==> src/rtl/clocked_mux_pkg.sv <==
// -----------------------------------------------------------------------------
// clocked_mux_pkg
//
// Shared definitions for the pos/neg time-multiplexed borrow-save datapath.
// Imported by clocked_demux and its helpers.
//
// Contents:
//   state_e  - demux pairing state (ST_EMPTY / ST_HAVE_POS)
//   phase_e  - phase tag carried alongside each multiplexed word
//              (PH_POS = pos word, PH_NEG = neg word)
// -----------------------------------------------------------------------------
package clocked_mux_pkg;

  // Pairing state of the demultiplexer: whether a pos word is waiting for
  // its matching neg word.
  typedef enum logic {
    ST_EMPTY    = 1'b0,
    ST_HAVE_POS = 1'b1
  } state_e;

  // Phase tag values as driven by the upstream multiplexer.
  localparam logic PH_POS = 1'b0;
  localparam logic PH_NEG = 1'b1;

endpackage : clocked_mux_pkg

==> src/rtl/bs_to_twos.sv <==
// -----------------------------------------------------------------------------
// bs_to_twos
//
// Purely combinational borrow-save to two's-complement converter. A
// borrow-save value is held as two unsigned words whose difference is the
// represented number; this block forms that difference one bit wider than
// the inputs so that every result from -(2^WIDTH-1) to +(2^WIDTH-1) is exact.
//
// Parameters:
//   WIDTH - width of each pos/neg word
//
// Ports:
//   pos   in   WIDTH    positive-weight word (unsigned)
//   neg   in   WIDTH    negative-weight word (unsigned)
//   diff  out  WIDTH+1  signed pos - neg
// -----------------------------------------------------------------------------
module bs_to_twos #(
  parameter int WIDTH = 30
) (
  input  logic [WIDTH-1:0]        pos,
  input  logic [WIDTH-1:0]        neg,
  output logic signed [WIDTH:0]   diff
);

  // Both words are zero-extended before subtracting; the extra bit then acts
  // as the sign of the result, so no overflow is possible.
  always_comb begin
    diff = $signed({1'b0, pos}) - $signed({1'b0, neg});
  end

endmodule : bs_to_twos

==> src/rtl/clocked_demux.sv <==
// -----------------------------------------------------------------------------
// clocked_demux
//
// Downstream stage of the fast_clock-domain pos/neg time-multiplexer. The
// single mux_in stream carries alternating pos and neg words of a
// borrow-save MSDF value, tagged by phase_in. This block re-pairs them,
// registers the pair together with its two's-complement value (pos - neg),
// and offers the result through a valid/ready output slot.
//
// Ordering errors (orphan neg word, duplicate pos word) raise a one-cycle
// phase_err pulse. A completed pair that finds the output slot still
// occupied is dropped and the sticky overflow flag is set.
//
// Configuration:
//   DEMUX_ERR_CNT_EN - when defined, err_count is a saturating counter of
//                      cycles with a phase error or a dropped pair. When not
//                      defined, err_count is tied to zero and no counter
//                      flops exist.
//
// Parameters:
//   WIDTH - width of mux_in and of each pos/neg word
//   CNT_W - width of err_count
//
// Ports:
//   fast_clock  in   1        sole clock, rising edge
//   reset       in   1        asynchronous, active-high reset
//   mux_in      in   WIDTH    time-multiplexed word stream
//   phase_in    in   1        0 = pos word, 1 = neg word
//   in_valid    in   1        mux_in / phase_in meaningful this cycle
//   out_ready   in   1        consumer accepts the held pair this cycle
//   clear_err   in   1        synchronous clear of overflow and err_count
//   out_valid   out  1        pos_out/neg_out/diff_out hold a valid pair
//   pos_out     out  WIDTH    captured pos word
//   neg_out     out  WIDTH    captured neg word
//   diff_out    out  WIDTH+1  signed pos_out - neg_out
//   phase_err   out  1        one-cycle pulse per mis-ordered input word
//   overflow    out  1        sticky: a complete pair was dropped
//   err_count   out  CNT_W    saturating error count (see configuration)
// -----------------------------------------------------------------------------
module clocked_demux
  import clocked_mux_pkg::*;
#(
  parameter int WIDTH = 30,
  parameter int CNT_W = 8
) (
  input  logic                    fast_clock,
  input  logic                    reset,
  input  logic [WIDTH-1:0]        mux_in,
  input  logic                    phase_in,
  input  logic                    in_valid,
  input  logic                    out_ready,
  input  logic                    clear_err,
  output logic                    out_valid,
  output logic [WIDTH-1:0]        pos_out,
  output logic [WIDTH-1:0]        neg_out,
  output logic signed [WIDTH:0]   diff_out,
  output logic                    phase_err,
  output logic                    overflow,
  output logic [CNT_W-1:0]        err_count
);

  // ---------------------------------------------------------------------------
  // State and output registers
  // ---------------------------------------------------------------------------
  state_e                 state_q,     state_d;
  logic [WIDTH-1:0]       pos_hold_q,  pos_hold_d;
  logic                   out_valid_q, out_valid_d;
  logic [WIDTH-1:0]       pos_out_q,   pos_out_d;
  logic [WIDTH-1:0]       neg_out_q,   neg_out_d;
  logic signed [WIDTH:0]  diff_out_q,  diff_out_d;
  logic                   phase_err_q, phase_err_d;
  logic                   overflow_q,  overflow_d;

  // Per-cycle events, decoded from the current state and input word.
  logic slot_free;   // output slot can take a new pair this cycle
  logic pair_done;   // a neg word completes a held pos word
  logic pair_load;   // completed pair goes into the output slot
  logic pair_drop;   // completed pair is lost because the slot is busy
  logic phase_bad;   // orphan neg word or duplicate pos word

  logic signed [WIDTH:0] pair_diff;

  // The value registered into diff_out is the held pos word minus the
  // incoming neg word, i.e. exactly the pair that completes this cycle.
  bs_to_twos #(
    .WIDTH (WIDTH)
  ) u_bs_to_twos (
    .pos  (pos_hold_q),
    .neg  (mux_in),
    .diff (pair_diff)
  );

  // ---------------------------------------------------------------------------
  // Event decode
  // ---------------------------------------------------------------------------
  always_comb begin
    // The slot is free if it is empty or is being drained in this same
    // cycle; the latter lets a new pair replace an accepted one with no
    // bubble, giving one pair every two cycles.
    slot_free = !out_valid_q || out_ready;

    pair_done = in_valid && (state_q == ST_HAVE_POS) && (phase_in == PH_NEG);
    pair_load = pair_done && slot_free;
    pair_drop = pair_done && !slot_free;

    phase_bad = in_valid &&
                (((state_q == ST_EMPTY)    && (phase_in == PH_NEG)) ||
                 ((state_q == ST_HAVE_POS) && (phase_in == PH_POS)));
  end

  // ---------------------------------------------------------------------------
  // Next-state logic
  // ---------------------------------------------------------------------------
  always_comb begin
    // NOTE: every signal written here gets a default first; a path that
    // leaves one unassigned would infer a latch.
    state_d     = state_q;
    pos_hold_d  = pos_hold_q;
    out_valid_d = out_valid_q;
    pos_out_d   = pos_out_q;
    neg_out_d   = neg_out_q;
    diff_out_d  = diff_out_q;
    phase_err_d = phase_bad;
    overflow_d  = overflow_q;

    // Pairing state. A pos word is always captured, whether it starts a
    // pair or replaces a stale one; a neg word always ends the pair attempt.
    if (in_valid) begin
      if (phase_in == PH_POS) begin
        pos_hold_d = mux_in;
        state_d    = ST_HAVE_POS;
      end else begin
        state_d    = ST_EMPTY;
      end
    end

    // Output slot. A load takes priority over a drain so that accept and
    // reload in the same cycle keeps out_valid high.
    if (pair_load) begin
      out_valid_d = 1'b1;
      pos_out_d   = pos_hold_q;
      neg_out_d   = mux_in;
      diff_out_d  = pair_diff;
    end else if (out_ready) begin
      out_valid_d = 1'b0;
    end

    // Sticky drop flag; a clear in the same cycle as a drop wins.
    if (clear_err) begin
      overflow_d = 1'b0;
    end else if (pair_drop) begin
      overflow_d = 1'b1;
    end
  end

  // ---------------------------------------------------------------------------
  // Registers
  // ---------------------------------------------------------------------------
  always_ff @(posedge fast_clock or posedge reset) begin
    // NOTE: non-blocking assignments here so every flop samples the values
    // from before the edge, independent of statement order.
    if (reset) begin
      state_q     <= ST_EMPTY;
      pos_hold_q  <= '0;
      out_valid_q <= 1'b0;
      pos_out_q   <= '0;
      neg_out_q   <= '0;
      diff_out_q  <= '0;
      phase_err_q <= 1'b0;
      overflow_q  <= 1'b0;
    end else begin
      state_q     <= state_d;
      pos_hold_q  <= pos_hold_d;
      out_valid_q <= out_valid_d;
      pos_out_q   <= pos_out_d;
      neg_out_q   <= neg_out_d;
      diff_out_q  <= diff_out_d;
      phase_err_q <= phase_err_d;
      overflow_q  <= overflow_d;
    end
  end

  // ---------------------------------------------------------------------------
  // Optional saturating error counter
  // ---------------------------------------------------------------------------
`ifdef DEMUX_ERR_CNT_EN
  logic [CNT_W-1:0] err_count_q, err_count_d;
  logic             err_event;

  // A phase error and a drop cannot both arise from one word, but the
  // counter is defined to step at most once per cycle regardless.
  always_comb begin
    err_event   = phase_bad || pair_drop;
    err_count_d = err_count_q;
    if (clear_err) begin
      err_count_d = '0;
    end else if (err_event && (err_count_q != {CNT_W{1'b1}})) begin
      err_count_d = err_count_q + CNT_W'(1);
    end
  end

  always_ff @(posedge fast_clock or posedge reset) begin
    if (reset) begin
      err_count_q <= '0;
    end else begin
      err_count_q <= err_count_d;
    end
  end

  assign err_count = err_count_q;
`else
  assign err_count = {CNT_W{1'b0}};
`endif

  // ---------------------------------------------------------------------------
  // Outputs
  // ---------------------------------------------------------------------------
  assign out_valid = out_valid_q;
  assign pos_out   = pos_out_q;
  assign neg_out   = neg_out_q;
  assign diff_out  = diff_out_q;
  assign phase_err = phase_err_q;
  assign overflow  = overflow_q;

endmodule : clocked_demux

==> config.mk <==
export PLATFORM = sky130hd
export DESIGN_NAME = clocked_demux
export DESIGN_NICKNAME = d
export VERILOG_FILES = /design/src/rtl/clocked_mux_pkg.sv /design/src/rtl/bs_to_twos.sv /design/src/rtl/clocked_demux.sv
export SDC_FILE = /design/constraint.sdc
export NUM_CORES = 1
export LEC_CHECK = 0
export ABC_AREA = 1
export CELL_PAD_IN_SITES_DETAIL_PLACEMENT = 0
export CELL_PAD_IN_SITES_GLOBAL_PLACEMENT = 1
export CORE_ASPECT_RATIO = 0.75
export CORE_MARGIN = 2
export CORE_UTILIZATION = 40
export CTS_BUF_LIST = sky130_fd_sc_hd__clkbuf_16
export DETAILED_ROUTE_END_ITERATION = 10
export MAX_ROUTING_LAYER = met4
export PLACE_DENSITY_LB_ADDON = 0.1
export SLEW_MARGIN = 40
export SYNTH_ARGS = -nofsm -noshare
export SYNTH_HDL_FRONTEND = slang
export SYNTH_SLANG_ARGS = --single-unit
==> constraint.sdc <==
create_clock -name fast_clock -period 14.3 [get_ports fast_clock]
set_clock_uncertainty 0.15 [all_clocks]
set_input_delay 3.575 -clock fast_clock [delete_from_list [all_inputs] [get_ports fast_clock]]
set_output_delay 3.575 -clock fast_clock [all_outputs]
set_load 0.01 [all_outputs]
Yosys cells after proc, flatten, opt, wreduce, memory -nomap -nowiden. Cells that the tools add are included.

Bits in registers: 125. Input bits: 36. Output and inout bits: 102. Word-level logic and storage cells: 30.

Add/subtract/negate cells: 1. Multiplexer cells: 5. Bitwise logic cells: 2. Reduce and logical (&&, ||, !) cells: 14.

Operators by type and width (number): $sub 30x30->31 (1); $logic_and 1x1->1 (7); $mux 1 (5); $reduce_bool 2->1 (2); $logic_not 1->1 (2); $logic_or 1x1->1 (2); $not 1->1 (2); $reduce_and 2->1 (1).

Logic depth before layout (Yosys ltp). Gate-level depths: netlist of the first run.

Word-level depth: 6. Depth in mapped cells: 13. Mapped depth without buffers: 13.

Modules after synthesis. From an unflattened synthesis of the first run, not the netlist that was laid out.

Cell total of the unflattened synthesis: 1046. Area, all modules: 7295.7 um2.

By module, submodules not included: clocked_demux (instances 1, cells an instance 542, area an instance 4848.4 um2, sequential area each 3128.0 um2); bs_to_twos (instances 1, cells an instance 504, area an instance 2447.3 um2, sequential area each 0.0 um2).

Least setup slack after synthesis of the first run. Ideal clock, no wire load.

Path kind: in2reg. Start point: input port mux_in[0]. End point: register diff_out_q[24] (netlist: diff_out[24]). Setup time: 0.117 ns. Arrival: 4.889 ns. Data required time: 14.033 ns. Setup slack: 9.144 ns. Cell stages on the path: 12. Path buffers: 0. Path through: ha_1 fa_1 inv_1 nand3_1 nand3_1 nand2_1 nand2_1 nand2_1 nand3_1 nand2_1 nand3_1 nand2_1.

Word-level cells in the longest chain between the ends: 1.

RTL lines: start: declaration (RTL line clocked_demux.sv:48) `input logic [WIDTH-1:0] mux_in,`; $sub 30x30->31 (RTL line bs_to_twos.sv:28) `diff = $signed({1'b0, pos}) - $signed({1'b0, neg});`; end signal: assignment (RTL line clocked_demux.sv:177) `diff_out_q <= diff_out_d;`; end: declaration (RTL line clocked_demux.sv:70) `logic signed [WIDTH:0] diff_out_q, diff_out_d;`.

Every way passes these cells. A chain may end at the register's enable or synchronous reset.

Final worst setup path of the first run.
Start point: input port out_ready. End point: register diff_out_q[18] (netlist: diff_out[18]).

Word-level cells in the longest chain between the ends: 2.

RTL lines: start: declaration (RTL line clocked_demux.sv:51) `input logic out_ready,`; $logic_or 1x1->1 (RTL line clocked_demux.sv:100) `slot_free = !out_valid_q || out_ready;`; $logic_and 1x1->1 (RTL line clocked_demux.sv:103) `pair_load = pair_done && slot_free;`.

Every way passes these cells.

==> results of run 1 <==
[registers in the layout, indices dropped and copies added, names as in the netlist]
name        count
neg_out        30
phase_err       1
state_q         1
overflow        1
pos_hold_q     30
pos_out        30
out_valid       1
diff_out       31
[worst min-delay path, cell delays in order, from the launching register on]
cell     delay [ns]
dfrtp_1        0.34
nand2_1        0.05
nand2_1        0.05
[final cells by class]
class | instances | area (um2)
Tap cell | 215 | 269.0
Inverter | 132 | 500.5
Fill cell | 1653 | 7879
Clock inverter | 14 | 217.7
Clock buffer | 17 | 425.4
Sequential cell | 125 | 3128
Timing Repair Buffer | 131 | 1314
Multi-Input combinational cell | 660 | 3144
[kinds of logic (layout without fill, tap and decap cells)]
group	Yosys count	after routing
simple gates	499	499
buf+inv	166	294
flops	125	125
compound gates	111	111
fa+ha+maj	31	31
xor+xnor	11	11
other cells	1	8
[per-layer routing]
metal,vias up,wire length [um]
li1,3156,-
met5,-,0
met4,0,150
met2,164,6552
met1,2753,10430
met3,10,1089
[stage by stage]
step           instance area [um2]  setup WS, ns  util [%]  power [mW]  hold WS (ns)
2_1_floorplan                 6937         7.247         -      0.7172        0.3030
3_3_place_gp                  8343         7.722     49.43      0.9383        0.3130
3_5_place_dp                  8352         7.882     49.48      0.9385        0.3151
4_1_cts                       8995         8.326     53.30       1.423        0.3314
5_1_grt                       8999         8.345     53.32       1.498        0.3445
6_report                      8999         8.629     53.32       1.409        0.3250
[Yosys cell counts, types with 3 or more instances]
master      n
nor2_2      5
nand2_1   387
nand3b_1    4
a21oi_1    24
xnor2_1    10
o21bai_1    3
inv_2       4
dfrtp_1   125
nand2_2     6
ha_1       30
nand3_2     4
o21ai_0    73
inv_1     128
buf_2      17
nand4_1     5
nand3_1    44
clkbuf_1    9
buf_4       8
o21ai_1     6
nor2_1     38
[report_power, final]
part	internal [mW]	leakage, nW	switching, mW	total (mW)
Sequential	0.436	1.57	0.0538	0.490
Clock	0.309	0.313	0.167	0.475
Combinational	0.215	2.87	0.229	0.444
[final timing paths]
kind,cells past startpoint,from,endpoint,slack [ns]
max reg2reg,8,out_valid,diff_out[18],11.84
max in group asynchronous,3,reset,diff_out[26],9.46
min in group asynchronous,2,reset,out_valid,3.45
min,2,pos_out[17],pos_out[17],0.32
min reg2reg,2,pos_out[17],pos_out[17],0.32
max,8,out_ready,diff_out[18],8.63
==> flow_summary.html, run 1 <==
<table>
<tr><th>Metric</th><th>Value</th></tr>
<tr><th colspan="2">Status</th></tr>
<tr><td>Result of the run</td><td>finished clean</td></tr>
<tr><th colspan="2">Place</th></tr>
<tr><td>DP Cell Count</td><td>1263</td></tr>
<tr><td>Weighted congestion at the end of routability-driven global placement</td><td>between 0.8 and 0.9</td></tr>
<tr><td>Number of buffer cells added on primary ports</td><td>129</td></tr>
<tr><td>Half-perimeter wire length after detailed placement</td><td>around 13 mm</td></tr>
<tr><th colspan="2">Routing</th></tr>
<tr><td>Routed WL per cell</td><td>roughly 14 um</td></tr>
<tr><td>Drt pass-1 iters</td><td>5</td></tr>
<tr><td>Residual DRC</td><td>0</td></tr>
<tr><td>Routed WL</td><td>roughly 18 mm</td></tr>
<tr><td>Via Count</td><td>6083</td></tr>
<tr><td>Vias per cell</td><td>4.701</td></tr>
<tr><td>Violation count after the first detailed-route iteration</td><td>497</td></tr>
<tr><td>Post-DRT Antenna Nets</td><td>0</td></tr>
<tr><th colspan="2">Setup path</th></tr>
<tr><td>Ordered list of cells on the worst path</td><td>clkdlybuf4s50_1 -&gt; nor2_1 -&gt; inv_1 -&gt; nand2_4 -&gt; buf_6 -&gt; inv_4 -&gt; nand3_1 -&gt; nand2_1</td></tr>
<tr><td>Crit path max-delay family</td><td>buffers and inverters</td></tr>
<tr><td>Crit Path Max Fanout</td><td>87</td></tr>
<tr><td>WP buf/inv</td><td>4</td></tr>
<tr><td>Cell with the largest stage delay on the worst path</td><td>buf_6</td></tr>
<tr><td>CP arrival</td><td>approximately 5.8 ns</td></tr>
<tr><td>CP peak stage delay</td><td>0.56 ns</td></tr>
<tr><td>Required time of the critical path</td><td>~14 ns</td></tr>
<tr><td>Critical path start-end classification</td><td>primary input to flop</td></tr>
<tr><td>Type of destination of the critical path</td><td>flop</td></tr>
<tr><td>Nature of the critical path startpoint</td><td>primary input</td></tr>
<tr><th colspan="2">Power and ir drop</th></tr>
<tr><td>Cell Pwr Density</td><td>156.6 mW/mm2</td></tr>
<tr><td>Leakage power</td><td>4.757 nW</td></tr>
<tr><td>Maximum ir drop on the vdd rail</td><td>0.07364 mV</td></tr>
<tr><th colspan="2">Synthesis</th></tr>
<tr><td>Main combinational cell family by area after synthesis</td><td>simple AND/OR/NAND/NOR gates</td></tr>
<tr><td>Share of synthesized area spent on multiplexers</td><td>0%</td></tr>
<tr><td>Synth warn</td><td>0</td></tr>
<tr><td>Area fraction in and, or, nand and nor cells after synthesis</td><td>between 20% and 30%</td></tr>
<tr><td>FF+latch count, synth</td><td>~130</td></tr>
<tr><td>Synthesized-area fraction occupied by ao, oa, aoi and oai cells</td><td>under 10%</td></tr>
<tr><td>Synthesized-area fraction occupied by adder cells</td><td>under 10%</td></tr>
<tr><td>Post-synth cell types</td><td>31</td></tr>
<tr><td>XOR/XNOR Fraction of Synth Area</td><td>approximately 1.4%</td></tr>
<tr><td>Ys async rst share</td><td>between 90% and 100%</td></tr>
<tr><td>Top cell type by total area after synthesis</td><td>dfrtp_1</td></tr>
<tr><td>Syn Std Cell Area</td><td>slightly below 0.007 mm2</td></tr>
<tr><td>Most used flip-flop cell after synthesis</td><td>dfrtp_1</td></tr>
<tr><td>Number of enable flip-flop cells after synthesis</td><td>0</td></tr>
<tr><td>Share of the yosys chip area belonging to registers</td><td>between 40% and 50%</td></tr>
<tr><td>Mean instance size in the synthesized netlist</td><td>about 7.3 um2</td></tr>
<tr><td>Number of instances in the synthesized netlist</td><td>about 940</td></tr>
<tr><td>Leading post-synthesis cells by cell area</td><td>dfrtp_1 45%, nand2_1 21%, inv_1 7.0%</td></tr>
<tr><td>Top-area cell type share of the netlist area</td><td>45.27%</td></tr>
<tr><th colspan="2">Clock tree</th></tr>
<tr><td>Clock edge transition at the registers on the reported setup and hold paths</td><td>around 0.060 ns</td></tr>
<tr><td>Setup bufs post-CTS</td><td>0</td></tr>
<tr><td>Clock Tree Root</td><td>clkbuf_16</td></tr>
<tr><td>Clock H-tree levels</td><td>4</td></tr>
<tr><td>Total of hold buffers inserted after clock tree synthesis</td><td>0</td></tr>
<tr><td>Clock network latency to the later pin of the worst-skew pair</td><td>roughly 0.42 ns</td></tr>
<tr><td>Clk sinks</td><td>125</td></tr>
<tr><td>CTS buffer count</td><td>17</td></tr>
<tr><td>Maximum count of clock buffers along a single path</td><td>2</td></tr>
<tr><td>Cts repair resizes</td><td>0</td></tr>
<tr><td>CTS tree</td><td>yes</td></tr>
<tr><th colspan="2">Global route</th></tr>
<tr><td>Met1 capacity usage during global routing</td><td>approximately a third</td></tr>
<tr><td>Initial antenna violation count</td><td>0</td></tr>
<tr><td>Most crowded layer after global routing</td><td>met1</td></tr>
<tr><td>Met3 GRT Util</td><td>4.786%</td></tr>
<tr><td>Total gr overflow</td><td>0</td></tr>
<tr><td>Pin count of the biggest net entering global routing</td><td>88</td></tr>
<tr><td>Global Route Usage Sum</td><td>21.60%</td></tr>
<tr><td>Number of global-route vias before repair</td><td>5589</td></tr>
<tr><td>First-pass GRT wire length</td><td>around 30 mm</td></tr>
<tr><td>GR Util met2</td><td>between 20% and 30%</td></tr>
<tr><th colspan="2">Worst hold path</th></tr>
<tr><td>Worst min-delay path category</td><td>flop to flop</td></tr>
<tr><th colspan="2">Timing</th></tr>
<tr><td>Transition at the pin with the smallest max-transition slack</td><td>~0.69 ns</td></tr>
<tr><td>Number of max-slew violations in the final report</td><td>0</td></tr>
<tr><td>Setup repair after global routing missed its margin</td><td>false</td></tr>
<tr><td>Final period util</td><td>approximately two fifths</td></tr>
<tr><td>Maximum operating frequency</td><td>between 0.15 and 0.2 GHz</td></tr>
<tr><td>Relative max-transition margin</td><td>a little over half</td></tr>
<tr><td>Accumulated negative setup slack</td><td>0 ns</td></tr>
<tr><td>Final count of negative-setup-slack endpoints</td><td>0</td></tr>
<tr><td>Fin. Hold Viols</td><td>0</td></tr>
<tr><td>Final critical-path required period</td><td>approximately 5.7 ns</td></tr>
<tr><th colspan="2">Die</th></tr>
<tr><td>CORE AREA</td><td>between 0.015 and 0.02 mm2</td></tr>
<tr><td>Die Y</td><td>about 120 um</td></tr>
<tr><td>Horizontal extent of the die</td><td>roughly 160 um</td></tr>
<tr><td>Boundary pin count</td><td>138</td></tr>
<tr><td>Number of standard-cell rows in the floorplan</td><td>41</td></tr>
<tr><td>Initial standard-cell utilization of the core</td><td>about two fifths</td></tr>
<tr><td>Die area</td><td>~0.018 mm2</td></tr>
<tr><th colspan="2">Final layout</th></tr>
<tr><td>Final net count</td><td>roughly 1.1k</td></tr>
<tr><td>Count of inserted antenna diode cells</td><td>0</td></tr>
<tr><td>Proportion of layout cells with a drive suffix above 1</td><td>under 10%</td></tr>
<tr><td>Top library cells by usage in the layout, fill and taps aside</td><td>386 x nand2_1, 129 x clkdlybuf4s50_1, 128 x inv_1</td></tr>
<tr><td>Post-route insts no fill</td><td>around 1.3k</td></tr>
<tr><td>Leading cell type in the layout, fill and taps excluded</td><td>nand2_1</td></tr>
<tr><td>Synth-to-layout area growth</td><td>30.22%</td></tr>
<tr><th colspan="2">Run</th></tr>
<tr><td>Max Cap Violations</td><td>0</td></tr>
</table>
No activity file was read; power rests on OpenSTA's default activity.
==> run 2, diff against run 1 <==
CORE_UTILIZATION = 37   (was 40)
clock period = 5.6 ns   (was 14.3 ns; I/O delays follow)
==> flow_summary.html, run 2 (same netlist as run 1, synthesis figures left out) <==
<table>
<tr><th>Metric</th><th>Value</th></tr>
<tr><th colspan="2">Power and ir drop</th></tr>
<tr><td>Maximum ir drop on the vdd rail</td><td>0.1722 mV (was 0.07364 mV)</td></tr>
<tr><td>Total power of the final layout</td><td>3.503 mW (was 1.409 mW)</td></tr>
<tr><td>Cell Pwr Density</td><td>389.5 mW/mm2 (was 156.6 mW/mm2)</td></tr>
<tr><td>Fraction of power spent switching nets</td><td>33.62% (was 31.89%)</td></tr>
<tr><td>Portion of total power attributed to sequential cells</td><td>35.7% (was 34.8%)</td></tr>
<tr><td>Combinational group share of total power</td><td>32.5% (was 31.5%)</td></tr>
<tr><td>Int Pwr</td><td>2.325 mW (was 960.0 uW)</td></tr>
<tr><td>Leakage power</td><td>4.731 nW (was 4.757 nW)</td></tr>
<tr><td>Switching component of the power</td><td>1.178 mW (was 449.4 uW)</td></tr>
<tr><td>Part of the power in the clock network</td><td>31.8% (was 33.7%)</td></tr>
<tr><th colspan="2">Setup path</th></tr>
<tr><td>Required time of the critical path</td><td>5.76 ns (was 14.46 ns)</td></tr>
<tr><td>Type of destination of the critical path</td><td>flop (unchanged)</td></tr>
<tr><td>Setup slack of the worst register-to-register path</td><td>3.25 ns (was 11.84 ns)</td></tr>
<tr><td>Launch instance of the worst register-to-register path</td><td>pos_hold_q[0] (was out_valid)</td></tr>
<tr><td>Critical path start-end classification</td><td>primary input to flop (unchanged)</td></tr>
<tr><td>Terminus of the critical flop-to-flop path</td><td>diff_out[22] (was diff_out[18])</td></tr>
<tr><td>Nature of the critical path startpoint</td><td>primary input (unchanged)</td></tr>
<tr><td>Crit Path Max Fanout</td><td>4 (was 87)</td></tr>
<tr><td>Cells on worst reg2reg path</td><td>13 (was 8)</td></tr>
<tr><td>CP arrival</td><td>3.54 ns (was 5.83 ns)</td></tr>
<tr><th colspan="2">Timing</th></tr>
<tr><td>Transition at the pin with the smallest max-transition slack</td><td>0.7005 ns (was 0.6886 ns)</td></tr>
<tr><td>Final count of negative-setup-slack endpoints</td><td>0 (unchanged)</td></tr>
<tr><td>Final period util</td><td>about three fifths</td></tr>
<tr><td>Number of max-slew violations in the final report</td><td>0 (unchanged)</td></tr>
<tr><td>Setup repair after global routing missed its margin</td><td>false (unchanged)</td></tr>
<tr><td>Fin. Hold Viols</td><td>0 (unchanged)</td></tr>
<tr><td>Final critical-path required period</td><td>approximately 3.4 ns</td></tr>
<tr><td>Accumulated negative setup slack</td><td>0 ns (unchanged)</td></tr>
<tr><td>Maximum operating frequency</td><td>0.2959 GHz</td></tr>
<tr><td>Relative max-transition margin</td><td>53.30% (was 54.09%)</td></tr>
<tr><th colspan="2">Place</th></tr>
<tr><td>Weighted congestion at the end of routability-driven global placement</td><td>0.8840 (was 0.8692)</td></tr>
<tr><td>Number of buffer cells added on primary ports</td><td>129 (unchanged)</td></tr>
<tr><td>Half-perimeter wire length after detailed placement</td><td>14.04 mm (was 13.44 mm)</td></tr>
<tr><td>Placement-stage cell area</td><td>0.008403 mm2 (was 0.008352 mm2)</td></tr>
<tr><th colspan="2">Clock tree</th></tr>
<tr><td>CTS tree</td><td>yes (unchanged)</td></tr>
<tr><td>Clock network latency to the later pin of the worst-skew pair</td><td>0.42 ns (about the same)</td></tr>
<tr><td>Setup bufs post-CTS</td><td>0 (unchanged)</td></tr>
<tr><td>Total of hold buffers inserted after clock tree synthesis</td><td>0 (unchanged)</td></tr>
<tr><td>CTS buffer count</td><td>17 (unchanged)</td></tr>
<tr><td>Maximum count of clock buffers along a single path</td><td>2 (unchanged)</td></tr>
<tr><td>Clock Tree Root</td><td>clkbuf_16 (unchanged)</td></tr>
<tr><td>Cts repair resizes</td><td>0 (unchanged)</td></tr>
<tr><td>Clock H-tree levels</td><td>4 (unchanged)</td></tr>
<tr><td>Clock edge transition at the registers on the reported setup and hold paths</td><td>0.06 ns (about the same)</td></tr>
<tr><td>Clk sinks</td><td>125 (unchanged)</td></tr>
<tr><th colspan="2">Worst hold path</th></tr>
<tr><td>Worst Min Path Start</td><td>pos_out[14] (was pos_out[17])</td></tr>
<tr><td>Min-Delay Path Depth</td><td>2 (unchanged)</td></tr>
<tr><td>Hold EP</td><td>pos_out[14] (was pos_out[17])</td></tr>
<tr><td>Worst min-delay path category</td><td>flop to flop (unchanged)</td></tr>
<tr><th colspan="2">Routing</th></tr>
<tr><td>Residual DRC</td><td>0 (unchanged)</td></tr>
<tr><td>Drt pass-1 iters</td><td>5 (unchanged)</td></tr>
<tr><td>Vias per cell</td><td>4.539 (was 4.701)</td></tr>
<tr><td>Violation count after the first detailed-route iteration</td><td>446 (was 497)</td></tr>
<tr><td>Routed WL</td><td>18.82 mm (was 18.22 mm)</td></tr>
<tr><td>Post-DRT Antenna Nets</td><td>0 (unchanged)</td></tr>
<tr><td>Via Count</td><td>6023 (was 6083)</td></tr>
<tr><td>Routed WL per cell</td><td>14.18 um (was 14.08 um)</td></tr>
<tr><th colspan="2">Die</th></tr>
<tr><td>Die area</td><td>0.01980 mm2 (was 0.01835 mm2)</td></tr>
<tr><td>Initial standard-cell utilization of the core</td><td>37.56% (was 40.94%)</td></tr>
<tr><td>Number of standard-cell rows in the floorplan</td><td>43 (was 41)</td></tr>
<tr><td>CORE AREA</td><td>0.01840 mm2 (was 0.01688 mm2)</td></tr>
<tr><td>Boundary pin count</td><td>138 (unchanged)</td></tr>
<tr><td>Die Y</td><td>122.4 um (was 117.8 um)</td></tr>
<tr><td>Horizontal extent of the die</td><td>161.8 um (was 155.8 um)</td></tr>
<tr><th colspan="2">Final layout</th></tr>
<tr><td>Count of fill cells added during filler insertion</td><td>1879 (was 1653)</td></tr>
<tr><td>Synth-to-layout area growth</td><td>30.13% (was 30.22%)</td></tr>
<tr><td>Largest register FFs</td><td>31 (unchanged)</td></tr>
<tr><td>Total non-filler cell area in the finished layout</td><td>0.008992 mm2 (was 0.008999 mm2)</td></tr>
<tr><td>Leading cell type in the layout, fill and taps excluded</td><td>nand2_1 (unchanged)</td></tr>
<tr><td>Proportion of layout cells with a drive suffix above 1</td><td>5.556% (was 5.375%)</td></tr>
<tr><td>Count of inserted antenna diode cells</td><td>0 (unchanged)</td></tr>
<tr><td>Final core area utilization</td><td>48.87% (was 53.32%)</td></tr>
<tr><td>Top library cells by usage in the layout, fill and taps aside</td><td>386 x nand2_1, 129 x clkdlybuf4s50_1, 127 x inv_1 (was 386 x nand2_1, 129 x clkdlybuf4s50_1, 128 x inv_1)</td></tr>
<tr><td>Final net count</td><td>1134 (unchanged)</td></tr>
<tr><th colspan="2">Global route</th></tr>
<tr><td>Global Route Usage Sum</td><td>20.75% (was 21.60%)</td></tr>
<tr><td>Number of global-route vias before repair</td><td>5721 (was 5589)</td></tr>
<tr><td>Pin count of the biggest net entering global routing</td><td>74 (was 88)</td></tr>
<tr><td>Total gr overflow</td><td>0 (unchanged)</td></tr>
<tr><td>Initial antenna violation count</td><td>0 (unchanged)</td></tr>
<tr><td>First-pass GRT wire length</td><td>30.62 mm (was 29.90 mm)</td></tr>
<tr><th colspan="2">Status</th></tr>
<tr><td>Result of the run</td><td>finished clean (unchanged)</td></tr>
<tr><th colspan="2">Run</th></tr>
<tr><td>Max Cap Violations</td><td>0 (unchanged)</td></tr>
</table>
-- run 2: cell count changes in the layout (fill, tap and decap cells not counted), moves of 2 or more --
cell,change
bufinv_16,-3
buf_6,-2
clkinv_2,+2
inv_8,+2
-- run 2: per-stage QoR --
| stage | hold slack [ns] | setup slack [ns] | instances |
|---|---|---|---|
| 6_report | 0.3240 | 2.220 | 1327 |
| 5_1_grt | 0.3392 | 2.028 | 1327 |
| 4_1_cts | 0.3309 | 2.251 | 1327 |
| 3_5_place_dp | 0.3140 | 1.828 | 1295 |
| 3_3_place_gp | 0.3120 | 1.719 | 1295 |
| 2_1_floorplan | 0.3030 | 0.7224 | 951 |
-- run 2: worst max path at each step --
stage	from	endpoint	slack, ns	cells past startpoint
CTS	mux_in[0]	diff_out[22]	2.25	13
detailed placement	out_ready	diff_out[3]	1.83	6
global placement	phase_in	diff_out[15]	1.72	7
finish	mux_in[0]	diff_out[22]	2.22	13
floorplan	reset	diff_out[0]	0.72	1
global route	out_ready	diff_out[7]	2.03	6
-- run 2: layer usage --
layer  share of wire [%]  GRT usage (%)  up-vias
li1                    -              -     3157
met1                  58          33.84     2707
met2                  36          25.61      147
met3                 5.0          3.548       12
met4                0.83          5.144        0
met5                   0              -        -
-- run 2: critical path: stages --
cell and delay [ns]:
clkdlybuf4s50_1 0.42, ha_1 0.24, fa_1 0.43, inv_1 0.13, nand3_1 0.08, nand3_1 0.22
nand2_1 0.08, nand2_1 0.15, nand2_1 0.10, nand3_1 0.09, nand2_1 0.05, nand3_1 0.07
nand2_1 0.06
-- run 2: area by class of cell --
cell class	count	area, um2	area share, %
Multi-Input combinational cell	660	3144	34.97
Sequential cell	125	3128	34.79
Timing Repair Buffer	131	1319	14.67
Inverter	132	503.0	5.593
Clock buffer	17	425.4	4.731
Tap cell	247	309.0	3.437
Clock inverter	15	163.9	1.823
-- run 2: power groups by stage --
stage | Sequential [mW] | Combinational [mW] | Clock, mW
floorplan | 1.32 | 0.507 | 0
global placement | 1.27 | 1.14 | 0
detailed placement | 1.26 | 1.14 | 0
CTS | 1.25 | 1.15 | 1.14
global route | 1.28 | 1.27 | 1.18
finish | 1.25 | 1.14 | 1.11
